==> src/rtl/game_sequencer.sv <==
// Game sequencer: arbitrates gravity and player requests into one outstanding
// board command at a time and tracks the idle / play / over lifecycle.
module game_sequencer #(
   parameter int unsigned BOARD_HEIGHT = 30,
   parameter int unsigned CNT_W        = 16
) (
   input  logic             clk,
   input  logic             reset,
   input  logic             start,
   input  logic             gravity_tick,
   input  logic             req_left,
   input  logic             req_right,
   input  logic [1:0]       req_rotate,
   input  logic             req_drop,
   input  logic             board_ready,
   input  logic             board_done,
   input  logic             board_blocked,
   output logic [2:0]       cmd,
   output logic             cmd_valid,
   output logic             clear_board,
   output logic             game_over,
   output logic             playing,
   output logic [CNT_W-1:0] pieces_placed
);

   localparam int unsigned FC_W = $clog2(BOARD_HEIGHT + 1);
   localparam int unsigned NP   = 6;

   localparam logic [2:0] CMD_NOP   = 3'd0;
   localparam logic [2:0] CMD_FALL  = 3'd1;
   localparam logic [2:0] CMD_MOVEL = 3'd2;
   localparam logic [2:0] CMD_MOVER = 3'd3;
   localparam logic [2:0] CMD_ROTR  = 3'd4;
   localparam logic [2:0] CMD_ROTL  = 3'd5;
   localparam logic [2:0] CMD_PLACE = 3'd6;
   localparam logic [2:0] CMD_SPAWN = 3'd7;

   localparam int unsigned P_GRAV  = 0;
   localparam int unsigned P_DROP  = 1;
   localparam int unsigned P_ROTR  = 2;
   localparam int unsigned P_ROTL  = 3;
   localparam int unsigned P_LEFT  = 4;
   localparam int unsigned P_RIGHT = 5;

   typedef enum logic [2:0] {
      S_IDLE,
      S_CLEAR,
      S_SPAWN,
      S_PLAY,
      S_ISSUE,
      S_WAIT,
      S_PLACE,
      S_OVER
   } state_t;

   state_t          state;
   logic [NP-1:0]   pend;
   logic [NP-1:0]   pend_nxt;
   logic [NP-1:0]   pend_req;
   logic [2:0]      cur_cmd;
   logic [2:0]      sel_cmd;
   logic            drop_mode;
   logic [FC_W-1:0] fall_cnt;
   logic            in_game;
   logic            accept;
   logic            wipe_pend;

   assign pend_req = {req_right, req_left, req_rotate[1], req_rotate[0], req_drop, gravity_tick};
   assign in_game  = state inside {S_SPAWN, S_PLAY, S_ISSUE, S_WAIT, S_PLACE};
   assign accept   = cmd_valid && board_ready;
   // Pending requests are discarded when a piece lands or the game ends.
   assign wipe_pend = (state == S_WAIT) && board_done &&
                      ((cur_cmd == CMD_PLACE) || ((cur_cmd == CMD_SPAWN) && board_blocked));

   // Sticky request bits: clear on acceptance, then absorb new pulses.
   always_comb begin
      pend_nxt = pend;
      if (accept) begin
         case (cur_cmd)
            CMD_FALL: begin
               pend_nxt[P_GRAV] = 1'b0;
               if (drop_mode)
                  pend_nxt[P_DROP] = 1'b0;
            end
            CMD_ROTR:  pend_nxt[P_ROTR]  = 1'b0;
            CMD_ROTL:  pend_nxt[P_ROTL]  = 1'b0;
            CMD_MOVEL: pend_nxt[P_LEFT]  = 1'b0;
            CMD_MOVER: pend_nxt[P_RIGHT] = 1'b0;
            default:   pend_nxt = pend_nxt;
         endcase
      end
      if (wipe_pend)
         pend_nxt = '0;
      pend_nxt = pend_nxt | pend_req;
      if (pend_nxt[P_LEFT] && pend_nxt[P_RIGHT]) begin
         pend_nxt[P_LEFT]  = 1'b0;
         pend_nxt[P_RIGHT] = 1'b0;
      end
      if (!in_game)
         pend_nxt = '0;
   end

   // Fixed-priority pick among pending requests.
   always_comb begin
      sel_cmd = CMD_NOP;
      if (pend[P_DROP])
         sel_cmd = CMD_FALL;
      else if (pend[P_GRAV])
         sel_cmd = CMD_FALL;
      else if (pend[P_ROTR])
         sel_cmd = CMD_ROTR;
      else if (pend[P_ROTL])
         sel_cmd = CMD_ROTL;
      else if (pend[P_LEFT])
         sel_cmd = CMD_MOVEL;
      else if (pend[P_RIGHT])
         sel_cmd = CMD_MOVER;
   end

   always_ff @(posedge clk or posedge reset) begin
      if (reset) begin
         state         <= S_IDLE;
         pend          <= '0;
         cur_cmd       <= CMD_NOP;
         drop_mode     <= 1'b0;
         fall_cnt      <= '0;
         cmd           <= CMD_NOP;
         cmd_valid     <= 1'b0;
         clear_board   <= 1'b0;
         game_over     <= 1'b0;
         playing       <= 1'b0;
         pieces_placed <= '0;
      end else begin
         pend        <= pend_nxt;
         clear_board <= 1'b0;
         case (state)
            S_IDLE, S_OVER: begin
               if (start) begin
                  state         <= S_CLEAR;
                  clear_board   <= 1'b1;
                  pieces_placed <= '0;
                  game_over     <= 1'b0;
               end
            end
            S_CLEAR: begin
               state   <= S_SPAWN;
               playing <= 1'b1;
            end
            S_SPAWN: begin
               cmd       <= CMD_SPAWN;
               cmd_valid <= 1'b1;
               cur_cmd   <= CMD_SPAWN;
               state     <= S_ISSUE;
            end
            S_PLAY: begin
               if (sel_cmd != CMD_NOP) begin
                  cmd       <= sel_cmd;
                  cmd_valid <= 1'b1;
                  cur_cmd   <= sel_cmd;
                  state     <= S_ISSUE;
                  if (pend[P_DROP]) begin
                     drop_mode <= 1'b1;
                     fall_cnt  <= FC_W'(1);
                  end
               end
            end
            S_ISSUE: begin
               if (board_ready) begin
                  cmd_valid <= 1'b0;
                  cmd       <= CMD_NOP;
                  state     <= S_WAIT;
               end
            end
            S_WAIT: begin
               if (board_done) begin
                  case (cur_cmd)
                     CMD_SPAWN: begin
                        if (board_blocked) begin
                           state     <= S_OVER;
                           game_over <= 1'b1;
                           playing   <= 1'b0;
                        end else begin
                           state <= S_PLAY;
                        end
                     end
                     CMD_FALL: begin
                        if (board_blocked) begin
                           state     <= S_PLACE;
                           drop_mode <= 1'b0;
                        end else if (drop_mode) begin
                           // Hard drop keeps falling until it lands or hits the board height.
                           if (fall_cnt >= FC_W'(BOARD_HEIGHT)) begin
                              state     <= S_PLACE;
                              drop_mode <= 1'b0;
                           end else begin
                              fall_cnt  <= FC_W'(fall_cnt + 1'b1);
                              cmd       <= CMD_FALL;
                              cmd_valid <= 1'b1;
                              state     <= S_ISSUE;
                           end
                        end else begin
                           state <= S_PLAY;
                        end
                     end
                     CMD_PLACE: begin
                        if (pieces_placed != {CNT_W{1'b1}})
                           pieces_placed <= CNT_W'(pieces_placed + 1'b1);
                        state <= S_SPAWN;
                     end
                     default: state <= S_PLAY;
                  endcase
               end
            end
            S_PLACE: begin
               cmd       <= CMD_PLACE;
               cmd_valid <= 1'b1;
               cur_cmd   <= CMD_PLACE;
               state     <= S_ISSUE;
            end
            default: state <= S_IDLE;
         endcase
      end
   end

endmodule
==> config.mk <==
export PLATFORM = sky130hd
export DESIGN_NAME = game_sequencer
export DESIGN_NICKNAME = d
export VERILOG_FILES = /design/src/rtl/game_sequencer.sv
export SDC_FILE = /design/constraint.sdc
export NUM_CORES = 1
export LEC_CHECK = 0
export CORE_ASPECT_RATIO = 0.75
export CORE_MARGIN = 5
export CORE_UTILIZATION = 68
export CTS_CLUSTER_SIZE = 20
export DETAILED_ROUTE_END_ITERATION = 6
export DONT_BUFFER_PORTS = 1
export GPL_TIMING_DRIVEN = 0
export PLACE_DENSITY = 0.85
export RECOVER_POWER = 100
export SLEW_MARGIN = 20
export SYNTH_ARGS = -nofsm -noshare
export SYNTH_HDL_FRONTEND = slang
export SYNTH_SLANG_ARGS = --single-unit
==> constraint.sdc <==
create_clock -name clk -period 4.4 [get_ports clk]
set_clock_uncertainty 0.15 [all_clocks]
set_input_delay 1.1 -clock clk [delete_from_list [all_inputs] [get_ports clk]]
set_output_delay 1.1 -clock clk [all_outputs]
set_load 0.02 [all_outputs]
# Word-level counts from Yosys, hierarchy flattened
# Cells that the tools add are included.
word_totals:
  ff_bits: 41
  out_inout_bits: 23
  in_bits: 12
classes:
  eq_ne: 28
  order_cmp: 1
  muxes: 75
  add_sub_neg: 2
  n_bitwise: 1
  n_reduce_logical: 25
ops:
  columns: ["op", "n"]
  rows:
  - ["$mux W16", 4]
  - ["$mux W3", 18]
  - ["$mux W5", 7]
  - ["$pmux W16 S2", 1]
  - ["$mux W1", 28]
  - ["$eq A3 B3 Y1 const B", 8]
  - ["$reduce_and A8 Y1", 3]
  - ["$mux W6", 3]
  - ["$pmux W3 S3", 2]
  - ["$pmux W3 S6", 1]
  - ["$add A16 B1 Y16 const B", 1]
  - ["$ne A16 B16 Y1 const B", 1]
  - ["$ne A2 B2 Y1 const B", 8]
  - ["$pmux W3 S5", 1]
  - ["$reduce_and A5 Y1", 3]
  - ["$eq A3 B2 Y1 const B", 4]
  - ["$mux W2", 5]
  - ["$ne A2 B1 Y1 const B", 5]
  - ["$pmux W5 S2", 1]
  - ["$reduce_and A4 Y1", 2]
  - ["$eq A3 B1 Y1 const B", 2]
  - ["$or A6 B6 Y6", 1]
  - ["$pmux W1 S2", 3]
  - ["$reduce_bool A2 Y1", 3]
  - ["other kinds (11)", 17]

# Depth between registers and ports, before layout
depth:
  depth_word: 9
  depth_mapped: 8
  mapped_depth_nobuf: 7

# Least setup slack after synthesis
# OpenSTA, ideal clock, no wires.
synth_timing:
  path_type: "input to register"
  startpoint: "input port board_done"
  endpoint: "register pieces_placed[14]"
  path_slack_ns: 1.661
  arrival_time_ns: 2.511
  setup_time_ns: 0.078
  stages: 6
  required_ns: 4.172
  n_path_buf: 1
  cell_sequence: "nand3_1 > or3_1 > buf_6 > a211o_4 > or4_1 > a21oi_1"
synth_between:
  elab_chain_cells: 2
synth_rtl:
  columns: ["element", "line", "rtl"]
  rows:
  - ["start: declaration", "16", "input logic board_done,"]
  - ["$ne A2 B2 Y1 (no line)", null, null]
  - ["$reduce_and A5 Y1 (no line)", null, null]
  - ["end signal: assignment", "207", "pieces_placed <= CNT_W'(pieces_placed + 1'b1);"]
  - ["end: declaration", "23", "output logic [CNT_W-1:0] pieces_placed"]
# Every way passes these cells.
# A chain may end at the register's enable or synchronous reset.

# Final worst setup path
layout_timing:
  startpoint: "register state[1]"
  endpoint: "register pieces_placed[5]"
layout_between:
  elab_chain_cells: 4
layout_rtl:
  columns: ["element", "line", "rtl"]
  rows:
  - ["start: declaration", "56", "state_t state;"]
  - ["start signal: assignment", "122", "state <= S_IDLE;"]
  - ["start signal: assignment", "139", "state <= S_CLEAR;"]
  - ["start signal: assignment", "146", "state <= S_SPAWN;"]
  - ["$eq A3 B3 Y1 or $logic_not A3 Y1 (tied branches)", "136", "case (state)"]
  - ["$reduce_or A2 Y1", "136", null]
  - ["$ne A2 B2 Y1 (no line) or $reduce_bool A2 Y1 (tied branches)", null, null]
  - ["$reduce_and A5 Y1 (no line)", null, null]
# Parallel ways exist; a longest one is shown, timed or not.

==> reports/summary.txt <==
========================================================================================
Count of nets left with antenna violations after detail routing ...........            0
Number of global-route vias before repair .................................         1790
Worst hold path startpoint ................................................  fall_cnt[2]
Final Wtd Congestion ......................................................        0.966
Die Width .................................................................      77.2 um
Standby leakage power .....................................................      1.00 nW
Post-route insts no fill ..................................................          301
Nature of the critical path startpoint ....................................         flop
Proportion of power drawn by flip-flops and latches .......................        0.421
Result of the run ......................................................... finished, final reports clean
Overall Global Routing Usage ..............................................        0.233
Number of clock sinks .....................................................           41
Post-CTS Hold Buffers .....................................................            0
Mapped Area ...............................................................     2300 um2
Fraction of the mapped netlist area in compound gates .....................        0.209
Setup CP Type ............................................................. flop to flop
Delay of the slowest cell on the worst path ...............................       830 ps
Cell chosen for the clock root ............................................ sky130_fd_sc_hd__clkbuf_8
Final worst path period share .............................................        0.622
Per-cell via count in the routed design ...................................         6.68
Count of unique library cells instantiated by Yosys .......................           51
Cells traversed along the worst timing path ............................... clkbuf_1 > and3_1 > o21ai_0 > o2bb2ai_1 > clkbuf_1 > o21ai_0 > a21oi_1
Post-Syn Instances ........................................................          253
Number of search-and-repair iterations in the first detailed-routing pass .            5
Ratio of total power to cell area .........................................   573 nW/um2
I/O pin count .............................................................           35
Row count .................................................................           18
Synth area leader ......................................................... sky130_fd_sc_hd__dfrtp_1
Worst-Skew Late Latency ...................................................       300 ps
Half-perimeter wire length after detailed placement .......................      3860 um
Post-CTS repair timing setup buffer count .................................            0
Worst Path Arrival ........................................................      2810 ps
Clock tree from TritonCTS .................................................        built
DRC marker count from the first detailed-route iteration ..................          264
Fraction of power consumed by the clock network ...........................        0.176
Die Footprint .............................................................     4660 um2
Number of antenna violations at the first check in global routing .........            0
Inserted Clock Buffers ....................................................            5
Cell with the largest stage delay on the worst path ....................... sky130_fd_sc_hd__o21ai_0
Share of total power in combinational logic ...............................        0.403
Final Power ...............................................................      1.40 mW
Actual slew at the worst max-slew pin .....................................      1290 ps
Most instantiated cells after synthesis ................................... 41 x sky130_fd_sc_hd__dfrtp_1, 25 x sky130_fd_sc_hd__nor2_1, 20 x sky130_fd_sc_hd__o21ai_0, 17 x sky130_fd_sc_hd__a21oi_1, 17 x sky130_fd_sc_hd__nand2_1
Max transition margin .....................................................        0.138
Dpl cells .................................................................          294
Maximum clock path buffer count ...........................................            2
Share of Yosys cell area claimed by the top area cell type ................        0.445
Total global routing overflow .............................................            0
Switching power share of the total ........................................        0.423
Primary FF master, synth .................................................. sky130_fd_sc_hd__dfrtp_1
Path class of the lowest-slack min-delay path ............................. flop to flop
Count of buffers from port buffering ......................................            0
Maximum number of pins on one net before global-route repair ..............           26
Max Freq ..................................................................      366 MHz
Main combinational cell family by area after synthesis .................... simple AND/OR/NAND/NOR gates
Core area .................................................................     3270 um2
Top area cells in the synthesized netlist ................................. sky130_fd_sc_hd__dfrtp_1 45%, sky130_fd_sc_hd__o21ai_0 4.3%, sky130_fd_sc_hd__nor2_1 4.1%
Setup repair after global routing missed its margin .......................           no
Vias post-DR ..............................................................         2012
Portion of netlist area occupied by mux cells .............................       0.0282
Most common cell in the synthesized netlist ............................... sky130_fd_sc_hd__dfrtp_1
Synth Area per Inst .......................................................     9.10 um2
Final hold vios ...........................................................            0
Max-slew violation count ..................................................            0
Number of instances resized during post-cts repair ........................            0
FFs w/ async S/R, synth ...................................................         1.00
Detailed-route DRC error count ............................................            0
Switch Pwr ................................................................     0.590 mW
Cell-internal power .......................................................     0.806 mW
Source of the critical timing path ........................................     state[1]
Category of the worst setup path capture point ............................         flop
Post-layout net count .....................................................          276
Y dimension of the die ....................................................      60.4 um
Number of setup violations in the final report ............................            0
Required time of the worst setup path .....................................      4470 ps
Adder-cell area share of the yosys netlist ................................       0.0163
Post-detailed-routing wire length .........................................      5190 um
H-tree levels .............................................................            2
Post-DR wirelength/cell ...................................................      17.2 um
Wire length of the first global-routing pass ..............................      8570 um
Layout overhead on the synthesized area ...................................        5.70%
Number of synthesized flops with an enable pin ............................            0
Part of the Yosys area used for sequential elements .......................        0.445
Top cell family by delay on the critical path ............................. compound AO/OA/AOI/OAI gates
Clock transition at the registers of the reported paths ...................        80 ps
Net count after synthesis .................................................          268
Critical path buffer and inverter count ...................................            2
Fraction of the mapped netlist area in simple logic gates .................        0.234
Share of layout cells above drive strength 1 ..............................       0.0690
Maximum fanout along the worst path .......................................           10
Post-synthesis xor/xnor area fraction .....................................       0.0190
Initial Utilization .......................................................        0.705
Aggregate negative setup slack ............................................         0 ps
Shortest clock period the worst path allows after layout ..................      2730 ps
Highest ir drop seen on vdd ...............................................   0.000371 V
Yosys reg bits ............................................................           41
Reported max-cap violation count ..........................................            0
Final-layout fill cell count ..............................................          246
Synth warn ................................................................            0
Count of antenna diodes in the layout .....................................            0
Startpoint of the worst register-to-register path .........................     state[1]
========================================================================================
[placed cells by master (no fill, tap or decap), types with 3 or more instances in the layout]
master,synthesis,final
sky130_fd_sc_hd__dfrtp_1,41,41
sky130_fd_sc_hd__nand4_1,3,3
sky130_fd_sc_hd__mux2_2,4,4
sky130_fd_sc_hd__o31ai_1,6,6
sky130_fd_sc_hd__nor3b_1,3,3
sky130_fd_sc_hd__xnor2_1,5,5
sky130_fd_sc_hd__a21oi_1,17,17
sky130_fd_sc_hd__ha_1,3,3
sky130_fd_sc_hd__nand2_1,17,17
sky130_fd_sc_hd__clkbuf_8,0,6
sky130_fd_sc_hd__or3_1,9,9
sky130_fd_sc_hd__or4_1,3,3
sky130_fd_sc_hd__clkbuf_1,8,11
sky130_fd_sc_hd__nand3_1,13,13
sky130_fd_sc_hd__nor2_1,25,25
sky130_fd_sc_hd__o21ai_0,20,23
sky130_fd_sc_hd__a31oi_1,7,7
sky130_fd_sc_hd__inv_1,11,11
sky130_fd_sc_hd__nor3_1,4,5
sky130_fd_sc_hd__nor4_1,5,5
[metrics by stage]
stage | setup slack [ps] | utilization | hold slack [ps] | area, um2
after floorplan | 1660 | - | 346 | 2300
after global placement | 1540 | 0.721 | 385 | 2350
after detailed placement | 1550 | 0.727 | 384 | 2370
after CTS | 1840 | 0.753 | 398 | 2460
after global routing | 1430 | 0.746 | 431 | 2430
final | 1670 | 0.746 | 404 | 2430
[final cells by class]
type | instances | area (um2) | share of cell area
Multi-Input combinational cell | 188 | 1160 | 0.477
Sequential cell | 41 | 1030 | 0.421
Clock buffer | 7 | 86.3 | 0.0355
Buffer | 13 | 66.3 | 0.0272
Tap cell | 40 | 50.0 | 0.0206
Inverter | 11 | 41.3 | 0.0170
Timing Repair Buffer | 1 | 3.75 | 0.00154
[worst register-to-register path: cells and delay by family, from the launching register on]
family / cells / cell delay, ps
compound gates: 4 / 1410
flops: 1 / 380
simple gates: 1 / 210
buf+inv: 2 / 520
[state kept, by name (all words and copies together) (netlist names)]
name	flops
pieces_placed	16
pend	6
fall_cnt	5
cmd	3
cur_cmd	3
state	3
clear_board	1
cmd_valid	1
drop_mode	1
game_over	1
playing	1
[logic make-up (layout without fill, tap and decap cells)]
family,Yosys count,count (layout)
AND/OR/NAND/NOR,99,99
AO/OA/AOI/OAI,75,75
flip-flops,41,41
buffers and inverters,24,32
multiplexers,6,6
XOR/XNOR,5,5
adder cells (fa/ha/maj),3,3
[power by group through the flow]
stage | clock [mW] | sequential [mW] | combinational [mW]
6_report | 0.245 | 0.588 | 0.562
5_1_grt | 0.268 | 0.599 | 0.631
4_1_cts | 0.247 | 0.587 | 0.563
3_5_place_dp | 0 | 0.594 | 0.559
3_3_place_gp | 0 | 0.590 | 0.548
2_1_floorplan | 0 | 0.572 | 0.446
[metal layers]
| layer | vias up | wire length (um) | track usage |
|---|---|---|---|
| met3 | 7 | 576 | 0.0593 |
| met1 | 950 | 2410 | 0.358 |
| met2 | 103 | 2150 | 0.327 |
| met5 | - | 0 | 0 |
| li1 | 952 | - | - |
| met4 | 0 | 53 | 0.0662 |
[worst paths after layout]
check	cells past startpoint	end	slack, ps
worst max-delay path	7	pieces_placed[5]	1670
max in group asynchronous	2	pieces_placed[9]	1890
worst min-delay path	1	fall_cnt[2]	400
min in group asynchronous	1	fall_cnt[3]	610
worst min register to register	1	fall_cnt[2]	400
worst max register to register	7	pieces_placed[5]	1670
(Power assumes the default switching activity.)
